==> src/rtl/redund_sel.sv <==
// redund_sel: N-way redundant channel selector with per-channel link debounce,
// automatic fail-over or manual selection, and switching only at frame boundaries
// followed by a FIFO reset gap.
// Optional feature: define REDUND_SEL_REVERT_EN to compile in the wait-to-restore
// timer and honour `revertive`; otherwise selection is purely non-revertive.
module redund_sel #(
    parameter int NUM_CH         = 2,
    parameter int SEL_W          = 1,
    parameter int PRIMARY        = 0,
    parameter int HOLDOFF_CYCLES = 1250000,
    parameter int WTR_CYCLES     = 125000000,
    parameter int GAP_CYCLES     = 12,
    parameter int DRAIN_MAX      = 1250
) (
    input  logic              clk,
    input  logic              rst,
    input  logic [NUM_CH-1:0] link,
    input  logic              mode_auto,
    input  logic              revertive,
    input  logic [SEL_W-1:0]  manual_sel,
    input  logic              up_tx_en,
    output logic [SEL_W-1:0]  sel,
    output logic [NUM_CH-1:0] sel_onehot,
    output logic [NUM_CH-1:0] fifo_rst,
    output logic              switch_pulse,
    output logic              no_link,
    output logic              forced
);
    localparam int HW = $clog2(HOLDOFF_CYCLES + 1);
    localparam int GW = $clog2(GAP_CYCLES + 1);
    localparam int DW = $clog2(DRAIN_MAX + 1);

    typedef enum logic [1:0] {ACTIVE, DRAIN, GAP} state_t;

    state_t            r_state;
    logic [NUM_CH-1:0] r_dlink;
    logic [HW-1:0]     r_hcnt [NUM_CH];
    logic              r_no_link;
    logic [SEL_W-1:0]  r_sel;
    logic [NUM_CH-1:0] r_onehot;
    logic [NUM_CH-1:0] r_fifo_rst;
    logic              r_pulse;
    logic              r_forced;
    logic              r_idle;
    logic [DW-1:0]     r_dcnt;
    logic [GW-1:0]     r_gcnt;

    logic [NUM_CH-1:0] w_dlink_nxt;
    logic              w_any;
    logic              w_cur_ok;
    logic              w_better;
    logic [SEL_W-1:0]  w_best;
    logic              w_revert;
    logic [SEL_W-1:0]  w_target;
    logic              w_idle_exit;

    // Debounced link toggles once the raw value has disagreed for HOLDOFF_CYCLES cycles
    always_comb begin
        for (int i = 0; i < NUM_CH; i++)
            w_dlink_nxt[i] = r_dlink[i] ^ (link[i] != r_dlink[i] && r_hcnt[i] == HW'(HOLDOFF_CYCLES - 1));
    end

    // Per-channel holdoff counters, debounced link state and registered no-link flag
    always_ff @(posedge clk) begin
        for (int i = 0; i < NUM_CH; i++)
            r_hcnt[i] <= (rst || link[i] == r_dlink[i] || r_hcnt[i] == HW'(HOLDOFF_CYCLES - 1)) ? '0 : r_hcnt[i] + 1'b1;
        r_dlink   <= rst ? '0 : w_dlink_nxt;
        r_no_link <= rst ? 1'b1 : ~|w_dlink_nxt;
    end

    // Walk channels in priority order: best healthy one, current health, and whether a better one is up
    always_comb begin
        w_any    = 1'b0;
        w_cur_ok = 1'b0;
        w_better = 1'b0;
        w_best   = SEL_W'(PRIMARY);
        for (int k = 0; k < NUM_CH; k++) begin
            if (r_sel == SEL_W'((PRIMARY + k) % NUM_CH)) begin
                w_cur_ok = r_dlink[(PRIMARY + k) % NUM_CH];
                w_better = w_any;
            end
            if (!w_any && r_dlink[(PRIMARY + k) % NUM_CH]) begin
                w_any  = 1'b1;
                w_best = SEL_W'((PRIMARY + k) % NUM_CH);
            end
        end
    end

`ifdef REDUND_SEL_REVERT_EN
    localparam int WW = $clog2(WTR_CYCLES + 1);
    logic [WW-1:0] r_wtr;
    logic          w_wtr_run;
    assign w_wtr_run = mode_auto && revertive && w_cur_ok && w_better;
    assign w_revert  = w_wtr_run && r_wtr == WW'(WTR_CYCLES);
    // Wait-to-restore timer: counts while a better channel is healthy, holds at WTR_CYCLES
    always_ff @(posedge clk) begin
        r_wtr <= (rst || !w_wtr_run) ? '0 : w_revert ? r_wtr : r_wtr + 1'b1;
    end
`else
    assign w_revert = revertive & w_better & 1'b0;
`endif

    assign w_target = !mode_auto ? ((32'(manual_sel) < NUM_CH) ? manual_sel : r_sel)
                    : ((w_any && !w_cur_ok) || w_revert) ? w_best : r_sel;

    assign w_idle_exit = r_idle && !up_tx_en;

    // Switch sequencer: wait for a frame boundary (or timeout), then hold all FIFOs in reset
    always_ff @(posedge clk) begin
        r_pulse <= 1'b0;
        if (rst) begin
            r_state    <= ACTIVE;
            r_sel      <= SEL_W'(PRIMARY);
            r_onehot   <= NUM_CH'(1) << PRIMARY;
            r_fifo_rst <= ~(NUM_CH'(1) << PRIMARY);
            r_forced   <= 1'b0;
            r_idle     <= 1'b0;
            r_dcnt     <= '0;
            r_gcnt     <= '0;
        end else begin
            case (r_state)
                ACTIVE: begin
                    r_idle <= 1'b0;
                    r_dcnt <= '0;
                    if (w_target != r_sel) r_state <= DRAIN;
                end
                DRAIN: begin
                    r_idle <= ~up_tx_en;
                    r_dcnt <= r_dcnt + 1'b1;
                    if (w_target == r_sel) begin
                        r_state <= ACTIVE;
                    end else if (w_idle_exit || r_dcnt == DW'(DRAIN_MAX - 1)) begin
                        r_state    <= GAP;
                        r_sel      <= w_target;
                        r_onehot   <= NUM_CH'(1) << w_target;
                        r_fifo_rst <= '1;
                        r_pulse    <= 1'b1;
                        r_forced   <= !w_idle_exit;
                        r_gcnt     <= '0;
                    end
                end
                default: begin
                    r_gcnt <= r_gcnt + 1'b1;
                    if (r_gcnt == GW'(GAP_CYCLES - 1)) begin
                        r_state    <= ACTIVE;
                        r_fifo_rst <= ~r_onehot;
                    end
                end
            endcase
        end
    end

    assign sel          = r_sel;
    assign sel_onehot   = r_onehot;
    assign fifo_rst     = r_fifo_rst;
    assign switch_pulse = r_pulse;
    assign no_link      = r_no_link;
    assign forced       = r_forced;
endmodule

==> config.mk <==
export PLATFORM = sky130hd
export DESIGN_NAME = redund_sel
export DESIGN_NICKNAME = d
export VERILOG_FILES = /design/src/rtl/redund_sel.sv
export SDC_FILE = /design/constraint.sdc
export NUM_CORES = 1
export LEC_CHECK = 0
export ABC_AREA = 0
export CORE_ASPECT_RATIO = 1.4
export CORE_MARGIN = 5
export CORE_UTILIZATION = 30
export DETAILED_ROUTE_END_ITERATION = 8
export PLACE_DENSITY = 0.45
export REMOVE_ABC_BUFFERS = 1
export SLEW_MARGIN = 0
export SYNTH_ARGS = -nofsm -noshare
export SYNTH_HDL_FRONTEND = slang
export SYNTH_SLANG_ARGS = --single-unit
==> constraint.sdc <==
create_clock -name clk -period 1.75 [get_ports clk]
set_input_delay 0.35 -clock clk [delete_from_list [all_inputs] [get_ports clk]]
set_output_delay 0.35 -clock clk [all_outputs]
set_load 0.1 [all_outputs]
==> Yosys cells after proc, flatten, opt, wreduce, memory -nomap -nowiden <==
Memories as Yosys holds them, arrays and structs flattened.
Cells that the tools add are included.
{ "totals": {"register_bits": 28, "ramBits": 42, "wordCells": 87, "memories": 1} }
{ "mem_list": {"columns": ["memory", "words", "word_bits", "rd", "rd_clocked_by_memory_dff", "write_ports", "line_no", "source"], "rows": [
  ["r_hcnt", 2, 21, 2, 0, 2, "37", "logic [HW-1:0] r_hcnt [NUM_CH];"]
]} }
{ "op_classes": {"add_sub_neg": 4, "eq_ne": 15, "shifts": 1, "muxes": 23, "bitwise_logic": 7, "n_reduce_logical": 25} }
{ "ops": {"columns": ["cell", "count"], "rows": [
  ["21-bit by 1-bit adder with 21-bit output, second input constant", 2],
  ["21-bit == test, second input constant", 2],
  ["21-bit 2-to-1 mux", 2],
  ["11-bit one-hot mux with 2 select lines", 1],
  ["2-bit 2-to-1 mux", 7],
  ["11-bit by 1-bit adder with 11-bit output, second input constant", 1],
  ["11-bit == test, second input constant", 1],
  ["3-bit AND reduction", 3],
  ["4-bit 2-to-1 mux", 2],
  ["2-bit one-hot mux with 2 select lines", 2],
  ["4-bit one-hot mux with 2 select lines", 1],
  ["1-bit 2-to-1 mux", 7],
  ["2-bit inequality test, second input constant", 3],
  ["1-bit logical AND", 5],
  ["1-bit zero test", 5],
  ["1-bit logical OR", 5],
  ["4-bit by 1-bit adder with 4-bit output, second input constant", 1],
  ["4-bit == test, second input constant", 1],
  ["1-bit inverter", 4],
  ["4-bit AND reduction", 1],
  ["2-bit nonzero test", 2],
  ["1-bit == test", 3],
  ["1-bit inequality test", 3],
  ["3-bit inequality test, second input constant", 1],
  ["9 further kinds", 10]
]} }

==> Longest topological paths before layout <==
Gate-level depths: netlist (run 1).
{ "logic_depth": {"depth_word": 10, "ltp_mapped": 8, "mapped_depth_nobuf": 7} }

==> Least setup slack after synthesis (run 1) <==
Ideal clock, no wire load.
{ "synth_timing": {"path_type": "flip-flop to flip-flop", "startpoint": "reg r_sel, in the netlist sel", "endpoint": "reg r_state[1]", "setup_ns": 0.071, "arrival_time_ns": 2.080, "required_ns": 1.679, "setup_slack_ns": -0.401, "stages_incl_launch_ff": 6, "n_path_buf": 1, "synth_period_minus_slack_ns": 2.151, "path_cell_list": "dfxtp_1 > o32ai_1 > or3_1 > buf_2 > or2_1 > a21oi_1"} }
{ "synth_via": {"elab_chain_len": 8} }
{ "synth_rtl": {"columns": ["item", "line_no", "source"], "rows": [
  ["from (decl)", "39", "logic [SEL_W-1:0] r_sel;"],
  ["from (signal assigned)", "113", "r_sel <= SEL_W'(PRIMARY);"],
  ["from (signal assigned)", "134", "r_sel <= w_target;"],
  ["1-bit 2-to-1 mux", "78", "if (r_sel == SEL_W'((PRIMARY + k) % NUM_CH)) begin"],
  ["1-bit zero test", "104", ": ((w_any && !w_cur_ok) || w_revert) ? w_best : r_sel;"],
  ["1-bit logical AND", "104", null],
  ["1-bit 2-to-1 mux", "104", null],
  ["1-bit 2-to-1 mux", "103", "assign w_target = !mode_auto ? ((32'(manual_sel) < NUM_CH) ? manual_sel : r_sel)"],
  ["1-bit == test or 1-bit inequality test (tied branches)", "130, 125", null],
  ["3-bit inequality test (no source line) (tied with other cells)", null, null],
  ["3-bit AND reduction (no source line) or 2-bit one-hot mux with 2 select lines (tied branches)", null, null],
  ["to (signal assigned)", "112", "r_state <= ACTIVE;"],
  ["to (signal assigned)", "131", "r_state <= ACTIVE;"],
  ["to (signal assigned)", "133", "r_state <= GAP;"],
  ["to (decl)", "35", "state_t r_state;"]
]} }
Several ways; a longest one is shown, not always the timed one.
A chain may end at the register's enable or synchronous reset.

==> results of run 1 <==
[worst max-delay path, cell delays in order (launching register included)]
cell and delay, ns:
dfxtp_2 0.32, or4_4 0.54, nor4_4 0.17, and3_4 0.23, or3_4 0.20, clkbuf_16 0.19, nor2_4 0.03
[sequential cells by signal, summed over array words and instances, names as in the netlist]
register,flops
sel,1
r_gcnt,4
switch_pulse,1
r_hcnt,42
sel_onehot,1
forced,1
r_dcnt,11
r_state,2
r_dlink,2
fifo_rst,2
r_idle,1
no_link,1
[cells by family after synthesis]
group	after synthesis	share of synthesized area (%)
buffers and inverters	22	3.45
muxes	2	0.649
and+or+nand+nor	176	29.6
xor gates and xnor gates	49	13.9
DFF	69	44.8
adders and majority gates	5	2.03
AOI/OAI and AO/OA	27	5.56
[final cells by class]
class	instances	area share (%)
inverters	9	0.755
clock buffers	14	6.12
flip-flops and latches	69	31.0
clock inverters	1	0.112
multi-input cells	259	41.2
well taps	135	3.77
repair buffers	74	17.1
[Yosys cell counts (2+ instances only)]
cell	n	area (µm²)
mux2i_1	2	20.0
buf_2	3	15.0
dfxtp_1	69	1380
nand4_1	9	56.3
nand2b_1	2	12.5
xnor2_1	23	201
a21o_1	3	22.5
nand3b_1	7	52.6
nand2_1	17	63.8
a21oi_1	8	40.0
nor4_2	3	37.5
ha_1	5	62.6
nor4_1	3	18.8
nor4b_1	3	26.3
and3b_1	2	17.5
nand3_1	22	110
and4_1	4	35.0
xor2_1	26	228
a211oi_1	2	15.0
nor3_1	7	35.0
nor2b_1	4	25.0
inv_1	8	30.0
nor2_1	73	274
clkbuf_1	6	22.5
or3_1	2	12.5
nor3b_1	2	15.0
buf_6	2	22.5
o21ai_0	5	25.0
and3_1	8	50.1
a31oi_1	4	25.0
[final timing paths]
path,startpoint,cells past startpoint,to,slack (ns)
setup / recovery,r_hcnt[0][39],6,r_hcnt[0][30],-0.04
setup reg to reg,r_hcnt[0][39],6,r_hcnt[0][30],-0.04
hold / removal,r_hcnt[0][0],1,r_hcnt[0][0],0.46
hold reg to reg,r_hcnt[0][0],1,r_hcnt[0][0],0.46
[repair_timing]
action | 4_1_cts | 5_1_grt
resized for setup | 16 | 43
pin swaps | 6 | 20
cloned | 1 | 2
setup buffers | 2 | 1
setup endpoints to repair | 49 | 43
[metal layers]
layer / track usage, % / share of wire [%] / wire, µm / up-vias
met5: 0 / 0 / 0 / -
met4: 5.95 / 2.1 / 142 / 0
met3: 2.88 / 2.4 / 163 / 13
met2: 19.9 / 52 / 3530 / 21
met1: 13.8 / 44 / 3000 / 1196
li1: - / - / - / 1336
[power breakdown]
group | internal [mW] | leakage, nW | switching, mW | total, mW
registers | 1.58 | 0.559 | 0.00515 | 1.58
logic | 0.0680 | 0.918 | 0.0628 | 0.131
clock network | 1.07 | 0.139 | 0.619 | 1.68
[through the flow]
stage	setup slack, ns	std cells	TNS, ns
floorplan	-1.11	337	-13.05
global placement	-0.368	540	-7.50
detailed placement	-0.403	540	-8.37
CTS	-0.0608	558	-0.0951
global route	-0.124	561	-2.26
finish	-0.0378	561	-0.250
==> qor.txt, run 1 <==
min Tclk post-route - 1.79 ns
sequential area share after synthesis - 44.8%
TritonCTS Sinks - 69
Final setup viols - 17
critical path arrival - 2.00 ns
DIE WIDTH - 95.7 µm
average size of a mapped cell - 8.81 µm²
Worst Hold Class - reg2reg
root buffer cell - clkbuf_16
nets - 435
pin count of the biggest net entering global routing - 22
global-route wire length before repair - 11300 µm
leakage power - 1.61 nW
hold_ws - 0.460 ns
CTS H-tree depth - 3
crit path kind - reg2reg
Seq cells post-synth - 69
Main synth FF type - dfxtp_1
mean routed wirelength per cell - 12.2 µm
clock latency on the worst-skew pair - 0.32 ns
die area - 12400 µm²
period utilization - 102%
Netlist cell types - 46
Yosys warnings - 0
total global-route track usage - 11.8%
post-DP HPWL - 4650 µm
Seq. cell area - 1390 µm²
ANT cells - 0
Die Y - 130 µm
Max Cap Violations - 0
Core ar. - 10000 µm²
routability congestion estimate - 0.750
via-per-instance ratio - 4.57
EDFF count, synth - 0
via count - 2566
clk_skew - 0.00375 ns
# fillers - 1024
worst vdd ir - 0.465 mV
number of global-route vias before repair - 2489
Final Hold Fails - 0
cell area power density - 760 nW/µm²
Final WS setup - -0.0378 ns
max-slew violations - 0
layout cell share with drive strength beyond 1 - 30.0%
Layout Utilization - 44.7%
1st-iter DRT viols - 56
final instance area - 4480 µm²
Power, Total - 3.40 mW
hold buffers post-CTS - 0
I/O pin total - 16
FMAX - 559 MHz
startpoint types - flop
1st-pass router iterations - 4
outcome - finished, violations left
Worst slew margin - 69.8%
Num CTS Buffers - 9
CTS tree - built
asr flop ratio synth - 0%
Placed Area - 3840 µm²
Crit Path Max Fanout - 5
Mapped Cells - 350
most common cell after layout, fill and taps aside - dfxtp_1
deepest clock path buffer count - 2
RSZ-0062 raised after global routing - true
Routed Antenna Nets - 0
highest-count cells in the layout ignoring fill and taps - 65 x dfxtp_1, 59 x nor2_1, 54 x buf_4
Synth Cell Area - 3080 µm²
antenna violations before repair - 0
Buffers on Ports - 14
multi-input combinational cell area - 1840 µm²
failing checks - setup timing
synth-to-layout area growth - 45.1%
Crit path required time - 1.96 ns
CP Capture Type - flop
DRC viols - 0
clk slew on worst S/H paths - 0.05 ns
Worst Max-Slew Pin Slew - 0.452 ns
total gr overflow - 0
Total Wirelength - 6830 µm
# rows - 43
Starting Density - 30.8%
(Power assumes the default switching activity.)
==> run 2, diff against run 1 <==
--- a/config.mk
+++ b/config.mk
@@ -10,7 +10,6 @@
 export CORE_MARGIN = 5
 export CORE_UTILIZATION = 30
 export DETAILED_ROUTE_END_ITERATION = 8
-export PLACE_DENSITY = 0.45
 export REMOVE_ABC_BUFFERS = 1
 export SLEW_MARGIN = 0
 export SYNTH_ARGS = -nofsm -noshare
==> run 2 against run 1 <==
  * The flow still finishes with violations (setup timing)
  * Total power is 3.7% higher
  * Wire length shrank 7.0%
  * Hold slack got worse by 0.0021 ns
  * Final cell count shrank 3.4%
  * Via count shrank 2.8%
  * Sequential share of layout area up 2.0 points
  * Core utilization down 2.7 points
  * Global-route usage is 0.72 points lower
  * Maximum frequency increased by 1.2%
  * Non-clock buffer count shrank 20
  * Register-to-register slack better by 0.02 ns
  * Largest cell class unchanged
==> qor.txt, run 2 (synthesis results as in run 1) <==
Die Y - 130 µm
clk_skew - 0.00519 ns
leakage power - 1.50 nW
biggest registers after layout - r_hcnt (42), r_dcnt (11), r_gcnt (4)
via count - 2494
total gr overflow - 0
I/O pin total - 16
clock latency on the worst-skew pair - 0.33 ns
Crit path required time - 2.02 ns
deepest clock path buffer count - 2
mean routed wirelength per cell - 11.7 µm
Max Cap Violations - 0
Clk network pwr share - 52.3%
crit path kind - reg2reg
Largest register FFs - 42
Routed Antenna Nets - 0
cell area power density - 839 nW/µm²
1st-pass router iterations - 4
root buffer cell - clkbuf_16
hold buffers post-CTS - 0
worst vdd ir - 0.443 mV
max-slew violations - 0
# rows - 43
Final WS setup - -0.0174 ns
Final setup viols - 1
number of global-route vias before repair - 2472
critical path arrival - 2.03 ns
most common cell after layout, fill and taps aside - nor2_1
Starting Density - 30.8%
RSZ-0062 raised after global routing - true
pre-CTS setup slack - -0.284 ns
layout cell share with drive strength beyond 1 - 24.1%
post-DP HPWL - 4460 µm
Num CTS Buffers - 9
1st-iter DRT viols - 87
Gate power share - 2.8%
DIE WIDTH - 95.7 µm
via-per-instance ratio - 4.60
Final Hold Fails - 0
synth-to-layout area growth - 36.3%
routability congestion estimate - 0.781
Buffers on Ports - 14
switching power - 721 µW
Crit Path Max Fanout - 2
CTS H-tree depth - 3
total global-route track usage - 11.1%
antenna violations before repair - 0
TritonCTS Sinks - 69
Worst slew margin - 73.2%
FMAX - 566 MHz
period utilization - 101%
Total Wirelength - 6360 µm
number of stages on the worst hold path - 1
highest-count cells in the layout ignoring fill and taps - 73 x nor2_1, 66 x dfxtp_1, 36 x buf_4
ANT cells - 0
largest reg by FF count - r_hcnt
outcome - finished, violations left
Worst Hold Class - reg2reg
switching share of power - 20.4%
DRC viols - 0
setup TNS - -0.0174 ns
Seq pwr share - 44.9%
FF-to-FF path depth - 5
Core ar. - 10000 µm²
startpoint types - flop
CP Capture Type - flop
clk slew on worst S/H paths - 0.06 ns
global-route wire length before repair - 10800 µm
Int Pwr - 2.81 mW
hold_ws - 0.457 ns
nets - 415
die area - 12400 µm²
CTS tree - built
pin count of the biggest net entering global routing - 22
failing checks - setup timing
Layout Utilization - 42.0%
min Tclk post-route - 1.77 ns
Worst Max-Slew Pin Slew - 0.399 ns
-- run 2: cell types whose count changed in the layout (fill, tap and decap cells not counted), sizes merged --
cell      before  now
buf           66   48
clkinv         1    2
bufinv         0    1
clkinvlp       0    2
clkbuf        16   11
-- run 2: layer usage --
metal	wire (µm)	vias up	GRT usage, %	part of all wire [%]
met3	154	10	2.71	2.4
li1	-	1289	-	-
met5	0	-	0	0
met1	2700	1172	11.8	42
met2	3340	23	19.3	53
met4	160	0	7.12	2.5
-- run 2: final timing paths --
kind / startpoint / slack [ns] / endpoint
max: r_hcnt[0][14] / -0.02 / no_link
min: r_hcnt[0][0] / 0.46 / r_hcnt[0][0]
max reg2reg: r_hcnt[0][14] / -0.02 / no_link
min reg2reg: r_hcnt[0][0] / 0.46 / r_hcnt[0][0]
-- run 2: area by class of cell --
type | count | area [µm²]
clock inverter | 5 | 58.8
multi-input combinational | 259 | 1750
inverter | 9 | 33.8
fill | 1017 | 5800
timing repair buffer | 54 | 554
tap | 135 | 169
clock buffer | 11 | 253
sequential | 69 | 1390
-- run 2: power by group through the flow --
| stage | Combinational [mW] | Clock, mW | Sequential [mW] |
|---|---|---|---|
| detailed placement | 0.0866 | 0 | 1.62 |
| global route | 0.107 | 1.97 | 1.58 |
| finish | 0.0977 | 1.85 | 1.58 |
| global placement | 0.0851 | 0 | 1.62 |
| floorplan | 0.0335 | 0 | 1.62 |
| CTS | 0.0916 | 1.89 | 1.58 |
-- run 2: critical path, cell delays in order (launching register included) --
cell	delay [ns]
dfxtp_1	0.31
or4b_4	0.54
nor4_4	0.30
buf_4	0.16
mux2i_2	0.22
a21o_1	0.17
-- run 2: metrics by stage --
stage / area [µm²] / power, mW / std cells
floorplan: 3010 / 1.65 / 337
global placement: 3710 / 1.70 / 525
detailed placement: 3710 / 1.70 / 525
CTS: 4070 / 3.57 / 541
global route: 4210 / 3.66 / 542
finish: 4210 / 3.53 / 542
-- run 2: repair_timing --
| action | 4_1_cts | 5_1_grt |
|---|---|---|
| setup endpoints to repair | 47 | 41 |
| resized for setup | 11 | 28 |
| pin swaps | 5 | 4 |
| buffers inserted | 0 | 1 |
==> run 3, diff against run 2 <==
--- a/config.mk
+++ b/config.mk
@@ -8,8 +8,9 @@
 export ABC_AREA = 0
 export CORE_ASPECT_RATIO = 1.4
 export CORE_MARGIN = 5
-export CORE_UTILIZATION = 30
+export CORE_UTILIZATION = 53
 export DETAILED_ROUTE_END_ITERATION = 8
+export PLACE_DENSITY = 0.75
 export REMOVE_ABC_BUFFERS = 1
 export SLEW_MARGIN = 0
 export SYNTH_ARGS = -nofsm -noshare
==> run 3 against run 2 <==
  * Via count up 4.1%
  * Total power down 2.8%
  * Register-to-register slack about the same
  * Hold slack better by 0.0051 ns
  * Clock power down 6%
  * Critical path type unchanged
  * Sequential power about the same
  * Non-clock buffer count up 3
  * Combinational power up 19%
  * The run still ends with setup timing left
  * Die area down 40%
  * Core utilization up 30 points
  * Maximum frequency down 0.51%
  * Wire length up 8.1%
==> qor.txt, run 3 (synthesis results as in run 1) <==
outcome - finished, violations left
failing checks - setup timing
min Tclk post-route - 1.78 ns
Worst Max-Slew Pin Slew - 0.649 ns
deepest clock path buffer count - 2
highest-count cells in the layout ignoring fill and taps - 64 x dfxtp_1, 63 x nor2_1, 38 x buf_4
largest reg by FF count - r_hcnt
biggest registers after layout - r_hcnt (42), r_dcnt (11), r_gcnt (4)
number of stages on the worst hold path - 1
DRC viols - 0
die area - 7470 µm²
clk slew on worst S/H paths - 0.07 ns
1st-pass router iterations - 4
DIE WIDTH - 74.5 µm
Routed Antenna Nets - 0
global-route wire length before repair - 11300 µm
CTS H-tree depth - 3
1st-iter DRT viols - 137
Max Cap Violations - 0
post-DP HPWL - 4430 µm
most common cell after layout, fill and taps aside - dfxtp_1
clk_skew - 0.00964 ns
hold buffers post-CTS - 0
Buffers on Ports - 14
via count - 2597
root buffer cell - clkbuf_8
CTS tree - built
Num CTS Buffers - 9
setup slack, reg-to-reg - -0.03 ns
CP Capture Type - flop
FMAX - 563 MHz
via-per-instance ratio - 5.41
Power, Total - 3.43 mW
period utilization - 102%
Placed Cells - 461
Crit path required time - 2.04 ns
Hold Startpoint - r_hcnt[0][0]
TritonCTS Sinks - 69
total gr overflow - 0
worst vdd ir - 0.418 mV
critical path arrival - 2.07 ns
hold_ws - 0.463 ns
routability congestion estimate - 0.807
mean routed wirelength per cell - 14.3 µm
Die Y - 100 µm
Hold Path Sink - r_hcnt[0][0]
ANT cells - 0
Largest register FFs - 42
Non-Filler Instances - 480
total global-route track usage - 19.5%
layout cell share with drive strength beyond 1 - 26.8%
Worst R2R Start - r_hcnt[0][9]
pin count of the biggest net entering global routing - 22
Final Hold Fails - 0
number of global-route vias before repair - 2601
cell area power density - 825 nW/µm²
Worst Hold Class - reg2reg
startpoint types - flop
crit path kind - reg2reg
Worst slew margin - 56.6%
Crit Path Max Fanout - 2
# fillers - 408
clock latency on the worst-skew pair - 0.35 ns
synth-to-layout area growth - 34.8%
reg2reg end - no_link
max-slew violations - 0
I/O pin total - 16
Final WS setup - -0.0264 ns
FF-to-FF path depth - 6
nets - 418
Starting Density - 53.4%
# rows - 33
Total Wirelength - 6870 µm
RSZ-0062 raised after global routing - true
Final setup viols - 11
Core ar. - 5780 µm²
antenna violations before repair - 0
leakage power - 1.51 nW
[run 3: cell types whose count changed in the layout (fill, tap and decap cells not counted), sizes merged]
cell and delta:
bufinv +3, buf +2, clkinvlp -2, clkdlybuf4s50 +1, dlymetal6s2s -1
[run 3: metal layers]
layer | GRT usage (%) | vias up | routed length (µm)
li1 | - | 1302 | -
met1 | 21.7 | 1241 | 2790
met2 | 35.1 | 42 | 3770
met3 | 3.81 | 12 | 180
met4 | 8.36 | 0 | 124
met5 | 0 | - | 0
[run 3: how the worst max path moves through the flow]
stage	start	to	depth (start not counted)
2_1_floorplan	sel	r_state[1]	4
4_1_cts	r_hcnt[0][9]	no_link	6
5_1_grt	r_hcnt[0][9]	no_link	6
3_3_place_gp	mode_auto	fifo_rst[1]	7
3_5_place_dp	mode_auto	fifo_rst[1]	7
6_report	r_hcnt[0][9]	no_link	6
[run 3: power by group]
part / switching (mW) / internal [mW]
Combinational: 0.0564 / 0.0599
Sequential: 0.00572 / 1.58
Clock: 0.601 / 1.13
[run 3: area by class of cell]
type	instances	area, µm²	area share (%)
Timing Repair Buffer	57	609	14.7
Inverter	9	33.8	0.813
Clock inverter	6	134	3.22
Sequential cell	69	1390	33.4
Clock buffer	10	138	3.31
Multi-Input combinational cell	259	1770	42.5
Tap cell	70	87.6	2.11
[run 3: through the flow]
stage	instance area [µm²]	setup TNS, ns	utilization, %	setup slack, ns
4_1_cts	4030	-0.0169	69.7	-0.0169
3_5_place_dp	3640	-4.49	63.1	-0.306
2_1_floorplan	3010	-13.05	-	-1.11
5_1_grt	4160	-1.81	71.9	-0.102
6_report	4160	-0.151	71.9	-0.0264
3_3_place_gp	3640	-2.51	63.1	-0.260
[run 3: timing repair]
| item | CTS | global route |
|---|---|---|
| pin swaps | 4 | 10 |
| cloned | 1 | 1 |
| gates resized for setup | 17 | 27 |
| endpoints found under the setup margin | 51 | 51 |
| buffers inserted | 1 | 0 |
[run 3: critical path, stage by stage, from the launching register on]
cell	delay (ns)
dfxtp_2	0.34
inv_2	0.04
or4b_4	0.49
nor4_4	0.31
buf_4	0.16
mux2i_2	0.24
a21o_1	0.14
